[src/rtl/nand_serial_adder_pkg.sv]
// Shared types and helpers for the bit-serial NAND adder.
// Controller state encoding and counter-width helper.
package nand_serial_adder_pkg;

    typedef enum logic [1:0] {
        IDLE = 2'd0,
        RUN  = 2'd1,
        DONE = 2'd2
    } state_t;

    function automatic int cnt_w(input int width);
        return $clog2(width);
    endfunction

endpackage

[src/rtl/nand_fa_cell.sv]
// One-bit full adder built only from nine 2-input NAND gates.
// Purely combinational; reused every cycle by the serial adder.
module nand_fa_cell (
    input  logic a,
    input  logic b,
    input  logic cin,
    output logic sum,
    output logic cout
);

    logic n1, n2, n3, n4, n5, n6, n7;

    // First half adder yields a^b on n4; second folds in cin.
    assign n1   = ~(a & b);
    assign n2   = ~(a & n1);
    assign n3   = ~(b & n1);
    assign n4   = ~(n2 & n3);
    assign n5   = ~(n4 & cin);
    assign n6   = ~(n4 & n5);
    assign n7   = ~(cin & n5);
    assign sum  = ~(n6 & n7);
    assign cout = ~(n1 & n5);

endmodule

[src/rtl/nand_serial_adder.sv]
// Bit-serial adder: one NAND full-adder cell iterated LSB-first over WIDTH bits.
// Optional macro SERIAL_ADDER_SUBTRACT_EN adds a 'sub' input for a - b.
module nand_serial_adder
    import nand_serial_adder_pkg::*;
#(
    parameter int WIDTH = 8
) (
    input  logic             clk,
    input  logic             rst,
    input  logic             start,
    input  logic [WIDTH-1:0] a,
    input  logic [WIDTH-1:0] b,
    input  logic             cin,
`ifdef SERIAL_ADDER_SUBTRACT_EN
    input  logic             sub,
`endif
    output logic             busy,
    output logic             done,
    output logic [WIDTH-1:0] sum,
    output logic             cout
);

    localparam int CW = cnt_w(WIDTH);
    localparam logic [CW-1:0] LAST = CW'(WIDTH - 1);

    state_t           state_q;
    logic             busy_q;
    logic             done_q;
    logic [WIDTH-1:0] sum_q;
    logic             cout_q;
    logic [CW-1:0]    cnt_q;
    logic [WIDTH-1:0] a_q;
    logic [WIDTH-1:0] b_q;
    logic [WIDTH-1:0] res_q;
    logic             carry_q;

    logic [WIDTH-1:0] a_d;
    logic [WIDTH-1:0] b_d;
    logic [WIDTH-1:0] res_d;
    logic [CW-1:0]    cnt_d;
    logic [WIDTH-1:0] b_ld;
    logic             carry_ld;
    logic             fa_s;
    logic             fa_c;

    // Subtraction is a + ~b + 1, so only the loaded operand and carry change.
`ifdef SERIAL_ADDER_SUBTRACT_EN
    assign b_ld     = sub ? ~b : b;
    assign carry_ld = sub ? 1'b1 : cin;
`else
    assign b_ld     = b;
    assign carry_ld = cin;
`endif

    nand_fa_cell u_cell (
        .a    (a_q[0]),
        .b    (b_q[0]),
        .cin  (carry_q),
        .sum  (fa_s),
        .cout (fa_c)
    );

    assign a_d   = {1'b0, a_q[WIDTH-1:1]};
    assign b_d   = {1'b0, b_q[WIDTH-1:1]};
    assign res_d = {fa_s, res_q[WIDTH-1:1]};
    assign cnt_d = cnt_q + CW'(1);

    // Datapath registers are not reset; only control and visible outputs are.
    always_ff @(posedge clk) begin
        if (rst) begin
            state_q <= IDLE;
            busy_q  <= 1'b0;
            done_q  <= 1'b0;
            sum_q   <= '0;
            cout_q  <= 1'b0;
            cnt_q   <= '0;
        end else begin
            case (state_q)
                IDLE: begin
                    done_q <= 1'b0;
                    if (start) begin
                        state_q <= RUN;
                        busy_q  <= 1'b1;
                        a_q     <= a;
                        b_q     <= b_ld;
                        carry_q <= carry_ld;
                        cnt_q   <= '0;
                    end
                end
                RUN: begin
                    a_q     <= a_d;
                    b_q     <= b_d;
                    res_q   <= res_d;
                    carry_q <= fa_c;
                    cnt_q   <= cnt_d;
                    if (cnt_q == LAST) begin
                        state_q <= DONE;
                        busy_q  <= 1'b0;
                    end
                end
                DONE: begin
                    state_q <= IDLE;
                    done_q  <= 1'b1;
                    sum_q   <= res_q;
                    cout_q  <= carry_q;
                end
                default: begin
                    state_q <= IDLE;
                    busy_q  <= 1'b0;
                    done_q  <= 1'b0;
                end
            endcase
        end
    end

    assign busy = busy_q;
    assign done = done_q;
    assign sum  = sum_q;
    assign cout = cout_q;

endmodule
[config.mk]
export PLATFORM = sky130hd
export DESIGN_NAME = nand_serial_adder
export DESIGN_NICKNAME = d
export VERILOG_FILES = /design/src/rtl/nand_serial_adder_pkg.sv /design/src/rtl/nand_fa_cell.sv /design/src/rtl/nand_serial_adder.sv
export SDC_FILE = /design/constraint.sdc
export NUM_CORES = 1
export LEC_CHECK = 0
export ABC_AREA = 1
export ABC_CLOCK_PERIOD_IN_PS = 2000
export BUFFER_PORTS_ARGS = -buffer_cell sky130_fd_sc_hd__buf_4
export CAP_MARGIN = 5
export CORE_UTILIZATION = 25
export DETAILED_ROUTE_END_ITERATION = 8
export HOLD_SLACK_MARGIN = 0.05
export SETUP_SLACK_MARGIN = 0.3
export SKIP_LAST_GASP = 1
export SLEW_MARGIN = 25
export SYNTH_ARGS = -nofsm -noshare
export SYNTH_HDL_FRONTEND = slang
export SYNTH_SLANG_ARGS = --single-unit
[constraint.sdc]
create_clock -name clk -period 2 [get_ports clk]
set_input_delay 0.1 -clock clk [delete_from_list [all_inputs] [get_ports clk]]
set_output_delay 0.1 -clock clk [all_outputs]
set_load 0.01 [all_outputs]
==> results by group, run 1 <==
CTS
  • Clock latency at the later pin of the worst-skew pair: 0.29 ns
  • Number of buffers created by CTS: 5
  • Root buffer cell: sky130_fd_sc_hd__clkbuf_8
  • H-Tree Depth: 2
  • Clock net sink count: 41
  • Clock-pin slew on the worst setup and hold paths: 0.08 ns
  • Buffers inserted during post-CTS setup optimization: 0
  • CTS tree: built
  • Deepest clock path buffer count: 2
  • CTS-repair resized insts: 0

Timing
  • RSZ-0062 raised after global routing: no
  • Final period demand of the worst path: 1.39 ns
  • Number of hold violations in the final report: 0
  • Final setup violating endpoints: 0
  • Maximum frequency from static timing analysis: 721 MHz
  • Layout Skew: 0.00669 ns
  • Headroom to the max-slew limit: 0.680
  • Max Transition Viols Final: 0
  • Slack of the critical path: 0.613 ns
  • Period utilization: 0.693
  • Sum of negative setup slack: 0 ns
  • Slew at the pin with the worst max-slew slack: 0.475 ns

Global route
  • GRT met1 Usage: 0.107
  • Met2 Usage GRT: 0.142
  • Met3 track demand over resource in global routing: 0.0341
  • Most utilized layer in the global route result: met2
  • Antenna violations before repair: 0
  • Aggregate global-route resource usage: 0.0891
  • Via count of the first global-routing pass: 1032
  • Global-route wire length before repair: 4460 um
  • Largest net degree at the start of global routing: 20
  • Congestion Overflow GR: 0

Place
  • HPWL Detailed: 1870 um
  • Routability cong.: 0.673
  • Post-Place Setup Slack: 0.591 ns
  • Quantity of I/O buffers inserted on ports: 30

Finish
  • Highest-count cells in the layout ignoring fill and taps: sky130_fd_sc_hd__nand2_1 (55), sky130_fd_sc_hd__buf_4 (31), sky130_fd_sc_hd__edfxtp_1 (25)
  • Area Growth Syn to Fin: 24.6%
  • Number of diodes added for antenna fixing: 0
  • Fill cell instance count of the final layout: 631
  • Commonest non-fill, non-tap cell in the layout: sky130_fd_sc_hd__nand2_1
  • Count of nets after finishing: 216
  • Fraction of layout cells with a size suffix above 1: 0.232

Critical path
  • Family of cells with the greatest summed delay on the critical path: simple AND/OR/NAND/NOR gates
  • Largest stage delay, worst path: 0.42 ns
  • Worst Setup Path Type: flip-flop to flip-flop
  • Ordered cell list for the critical path: inv_1 > nand2_4 > nor2_2
  • Critical-path top delay cell: sky130_fd_sc_hd__nor2_2
  • Worst path bufs/invs: 1
  • Arrival time of data at the critical path endpoint: 1.32 ns
  • Required time of the worst setup path: 1.94 ns
  • Crit Path Max Fanout: 19
  • Startpoint kind of the worst setup timing path: flip-flop
  • Worst Setup End Kind: flip-flop

Synthesis
  • Total number of yosys warnings: 0
  • Total nets after synthesis: 181
  • Synthesized cell area: 1620 um^2
  • Number of unique standard cell types used by synthesis: 19
  • Synth top area cells: sky130_fd_sc_hd__edfxtp_1 (46%), sky130_fd_sc_hd__dfxtp_1 (20%), sky130_fd_sc_hd__nand2_1 (13%)
  • Top-area cell type share of the netlist area: 0.464
  • Average cell area after synthesis: 10.2 um^2
  • Gate count after technology mapping: 158
  • Synth Register Bits: 41
  • Sequential element share of the synthesized area: 0.663
  • Cell accounting for the most synthesized area: sky130_fd_sc_hd__edfxtp_1

Die
  • Die Outline Area: 6790 um^2
  • Number of rows created at floorplan: 28
  • Initial Utilization: 0.267
  • Die Width: 82.4 um
  • Die height: 82.4 um
  • Core Footprint: 6060 um^2
  • Boundary pin count: 31

Hold path
  • Tightest Hold Check Type: primary input to flip-flop

Detailed routing
  • Iteration-0 DRC Markers: 24
  • Routed WL per cell: 9.95 um
  • First-pass iteration count of the detailed router: 4
  • Total length of routed wires: 2680 um
  • Vias per cell: 3.96
  • Via Count: 1064
  • Remaining antenna violation count after routing: 0
  • Remaining DRCs: 0

Pwr
  • Peak ir drop on the vdd network: 0.425 mV
  • Power density over the cells: 861 nW/um^2
  • Leakage Power: 0.866 nW

Job
  • Maximum Capacitance Violations: 0

Status
  • Run status: complete, no violations
-- timing repair --
| item | in CTS | in global routing |
|---|---|---|
| endpoints found under the hold margin | 3 | 0 |
| hold buffers | 1 | 0 |
| setup endpoints to repair | 0 | 0 |
-- where the power goes --
group,switching [W],leakage (nW),internal (W)
combinational,0.0000765,0.447,0.0000572
clock,0.000271,0.0528,0.000368
sequential,0.0000158,0.366,0.000945
-- worst reg2reg max path: stages, from the launching register on --
cell and delay [ns]:
sky130_fd_sc_hd__dfxtp_1 0.33, sky130_fd_sc_hd__inv_1 0.12, sky130_fd_sc_hd__nand2_4 0.17, sky130_fd_sc_hd__nor2_2 0.42
-- kinds of logic (layout without fill, tap and decap cells) --
| kind of cell | count (synthesis) | count (layout) | share of synthesized area |
|---|---|---|---|
| simple gates | 87 | 87 | 0.214 |
| compound gates | 13 | 13 | 0.0402 |
| flops | 41 | 41 | 0.663 |
| buf+inv | 14 | 50 | 0.0557 |
| fa+ha+maj | 3 | 3 | 0.0279 |
-- Yosys cell counts --
| master | count |
|---|---|
| sky130_fd_sc_hd__nand2_1 | 55 |
| sky130_fd_sc_hd__edfxtp_1 | 25 |
| sky130_fd_sc_hd__nor2_1 | 25 |
| sky130_fd_sc_hd__dfxtp_1 | 16 |
| sky130_fd_sc_hd__o21ai_0 | 10 |
| sky130_fd_sc_hd__inv_1 | 7 |
| sky130_fd_sc_hd__a21oi_1 | 3 |
| sky130_fd_sc_hd__buf_6 | 2 |
| sky130_fd_sc_hd__ha_1 | 2 |
| sky130_fd_sc_hd__inv_2 | 2 |
| sky130_fd_sc_hd__nand2_2 | 2 |
| sky130_fd_sc_hd__nand3_1 | 2 |
| sky130_fd_sc_hd__buf_12 | 1 |
| sky130_fd_sc_hd__buf_2 | 1 |
| sky130_fd_sc_hd__fa_1 | 1 |
| sky130_fd_sc_hd__inv_6 | 1 |
| sky130_fd_sc_hd__nand2_4 | 1 |
| sky130_fd_sc_hd__nor2_2 | 1 |
| sky130_fd_sc_hd__nor3_1 | 1 |
-- flip-flops by register name, summed over array words and instances, names as in the netlist --
register	cells
res_q	8
a_q	8
carry_q	1
cout	1
cnt_q	3
b_q	8
done	1
busy	1
sum	8
state_q	2
-- stage by stage --
step	hold WS (ns)	total power, W	instances	util	cell area [um^2]
final	0.0770	0.00173	269	0.332	2010
after global routing	0.0795	0.00181	269	0.332	2010
after CTS	0.0705	0.00176	269	0.332	2010
after detailed placement	0.327	0.00112	260	0.313	1900
after global placement	0.327	0.00111	260	0.313	1900
after floorplan	0.169	0.00107	158	-	1620
-- area by class of cell --
class	count	area (um^2)	area share
clock buffers	6	72.6	0.0360
well taps	75	93.8	0.0466
inverters	10	42.5	0.0211
multi-input cells	103	458	0.227
flip-flops and latches	41	1070	0.532
clock inverters	2	33.8	0.0168
repair buffers	32	243	0.120
-- layer usage --
metal	share of wire	routed length, um
met1	0.51	1370
met2	0.42	1130
met3	0.056	150
met4	0.012	31
met5	0	0
-- path summary, 6_finish.rpt --
check,start,end,slack [ns],cells past startpoint
max,state_q[1],res_q[2],0.61,3
min,b[6],b_q[6],0.08,3
max reg2reg,state_q[1],res_q[2],0.61,3
min reg2reg,res_q[1],res_q[0],0.44,0
(Power assumes the default switching activity.)
==> inputs of run 2 (changes only) <==
Settings changed: ABC_CLOCK_PERIOD_IN_PS 2000 to 1400.
Clock period 2 ns to 1.4 ns, I/O delays scaled along.
==> results by group, run 2 (synthesis gave the netlist of run 1 again) <==
Detailed routing
  • First-pass iteration count of the detailed router: 4
  • Via Count: 1168
  • Vias per cell: 4.07
  • Iteration-0 DRC Markers: 67
  • Remaining DRCs: 0
  • Remaining antenna violation count after routing: 0
  • Routed WL per cell: 10.1 um
  • Total length of routed wires: 2910 um

Place
  • HPWL Detailed: 1860 um
  • Quantity of I/O buffers inserted on ports: 30
  • Routability cong.: 0.691
  • Post-Place Setup Slack: 0.184 ns

Global route
  • Antenna violations before repair: 0
  • Global-route wire length before repair: 5020 um
  • Largest net degree at the start of global routing: 20
  • Met2 Usage GRT: 0.167
  • Met3 track demand over resource in global routing: 0.0495
  • Aggregate global-route resource usage: 0.104
  • Most utilized layer in the global route result: met2
  • Via count of the first global-routing pass: 1167
  • Congestion Overflow GR: 0
  • GRT met1 Usage: 0.118

Pwr
  • PnR Total Power: 0.00248 W
  • Peak ir drop on the vdd network: 0.489 mV
  • Power density over the cells: 1100 nW/um^2
  • Leakage Power: 0.956 nW

Die
  • Die Width: 82.4 um
  • Die height: 82.4 um
  • Die Outline Area: 6790 um^2
  • Number of rows created at floorplan: 28
  • Core Footprint: 6060 um^2
  • Initial Utilization: 0.267
  • Boundary pin count: 31

Critical path
  • Arrival time of data at the critical path endpoint: 1.18 ns
  • Critical-path top delay cell: sky130_fd_sc_hd__fa_2
  • Launch point of the critical path: b_q[0]
  • Largest stage delay, worst path: 0.47 ns
  • Worst Setup Path Type: flip-flop to flip-flop
  • Family of cells with the greatest summed delay on the critical path: adder cells
  • Crit Path Max Fanout: 1
  • Worst path bufs/invs: 0
  • Required time of the worst setup path: 1.44 ns
  • Worst Setup End Kind: flip-flop
  • Worst reg2reg startpoint: b_q[0]
  • Startpoint kind of the worst setup timing path: flip-flop
  • Ordered cell list for the critical path: fa_2

CTS
  • Clock latency at the later pin of the worst-skew pair: 0.30 ns
  • Number of buffers created by CTS: 5
  • CTS tree: built
  • Clock-pin slew on the worst setup and hold paths: 0.08 ns
  • H-Tree Depth: 2
  • Deepest clock path buffer count: 2
  • Clock net sink count: 41
  • Root buffer cell: sky130_fd_sc_hd__clkbuf_8

Timing
  • Slew at the pin with the worst max-slew slack: 0.195 ns
  • Final setup violating endpoints: 0
  • Layout Skew: 0.00228 ns
  • Sum of negative setup slack: 0 ns
  • Headroom to the max-slew limit: 0.869
  • Max Transition Viols Final: 0
  • Period utilization: 0.810
  • Maximum frequency from static timing analysis: 882 MHz
  • RSZ-0062 raised after global routing: yes
  • Number of hold violations in the final report: 0
  • Final period demand of the worst path: 1.13 ns
  • Post-Route Hold Slack: 0.0605 ns
  • Slack of the critical path: 0.266 ns

Finish
  • Commonest non-fill, non-tap cell in the layout: sky130_fd_sc_hd__nand2_1
  • Area Growth Syn to Fin: 39.2%
  • Number of diodes added for antenna fixing: 0
  • Final standard cell utilization of the core: 0.371
  • Fraction of layout cells with a size suffix above 1: 0.274
  • Count of nets after finishing: 234
  • Highest-count cells in the layout ignoring fill and taps: sky130_fd_sc_hd__nand2_1 (54), sky130_fd_sc_hd__buf_4 (33), sky130_fd_sc_hd__edfxtp_1 (25)

Hold path
  • Hold_sp: b[0]
  • Tightest Hold Check Type: primary input to flip-flop

Status
  • Run status: complete, no violations

Job
  • Maximum Capacitance Violations: 0
## run 2: area by class of cell
| type | instances | area, um^2 |
|---|---|---|
| timing repair buffer | 50 | 438 |
| fill | 626 | 3810 |
| multi-input combinational | 103 | 493 |
| clock buffer | 7 | 96.3 |
| clock inverter | 1 | 5.00 |
| inverter | 10 | 48.8 |
| sequential | 41 | 1080 |
| tap | 75 | 93.8 |
## run 2: path summary, 6_finish.rpt
| path | depth (start not counted) | endpoint | slack (ns) |
|---|---|---|---|
| setup / recovery | 1 | res_q[7] | 0.27 |
| hold / removal | 3 | b_q[0] | 0.06 |
| setup reg to reg | 1 | res_q[7] | 0.27 |
| hold reg to reg | 0 | res_q[5] | 0.45 |
## run 2: layer usage
layer / up-vias / part of all wire
li1: 614 / -
met1: 515 / 0.46
met2: 32 / 0.46
met3: 7 / 0.064
met4: 0 / 0.016
met5: - / 0
## run 2: stage by stage
stage | cells | cell area [um^2]
6_report | 287 | 2250
5_1_grt | 287 | 2250
4_1_cts | 285 | 2230
3_5_place_dp | 260 | 1940
3_3_place_gp | 260 | 1940
2_1_floorplan | 158 | 1650
## run 2: power breakdown
group | total, W | switching [W] | internal (W)
clock network | 0.000852 | 0.000406 | 0.000445
registers | 0.00137 | 0.0000254 | 0.00135
logic | 0.000258 | 0.000124 | 0.000133
total | 0.00248 | 0.000556 | 0.00193
## run 2: timing repair
action | 4_1_cts | 5_1_grt
pin swaps | 3 | 1
hold buffers | 13 | 2
resized for setup | 2 | 1
buffers inserted | 4 | 0
endpoints found under the hold margin | 15 | 2
cloned | 0 | 0
setup endpoints to repair | 33 | 31
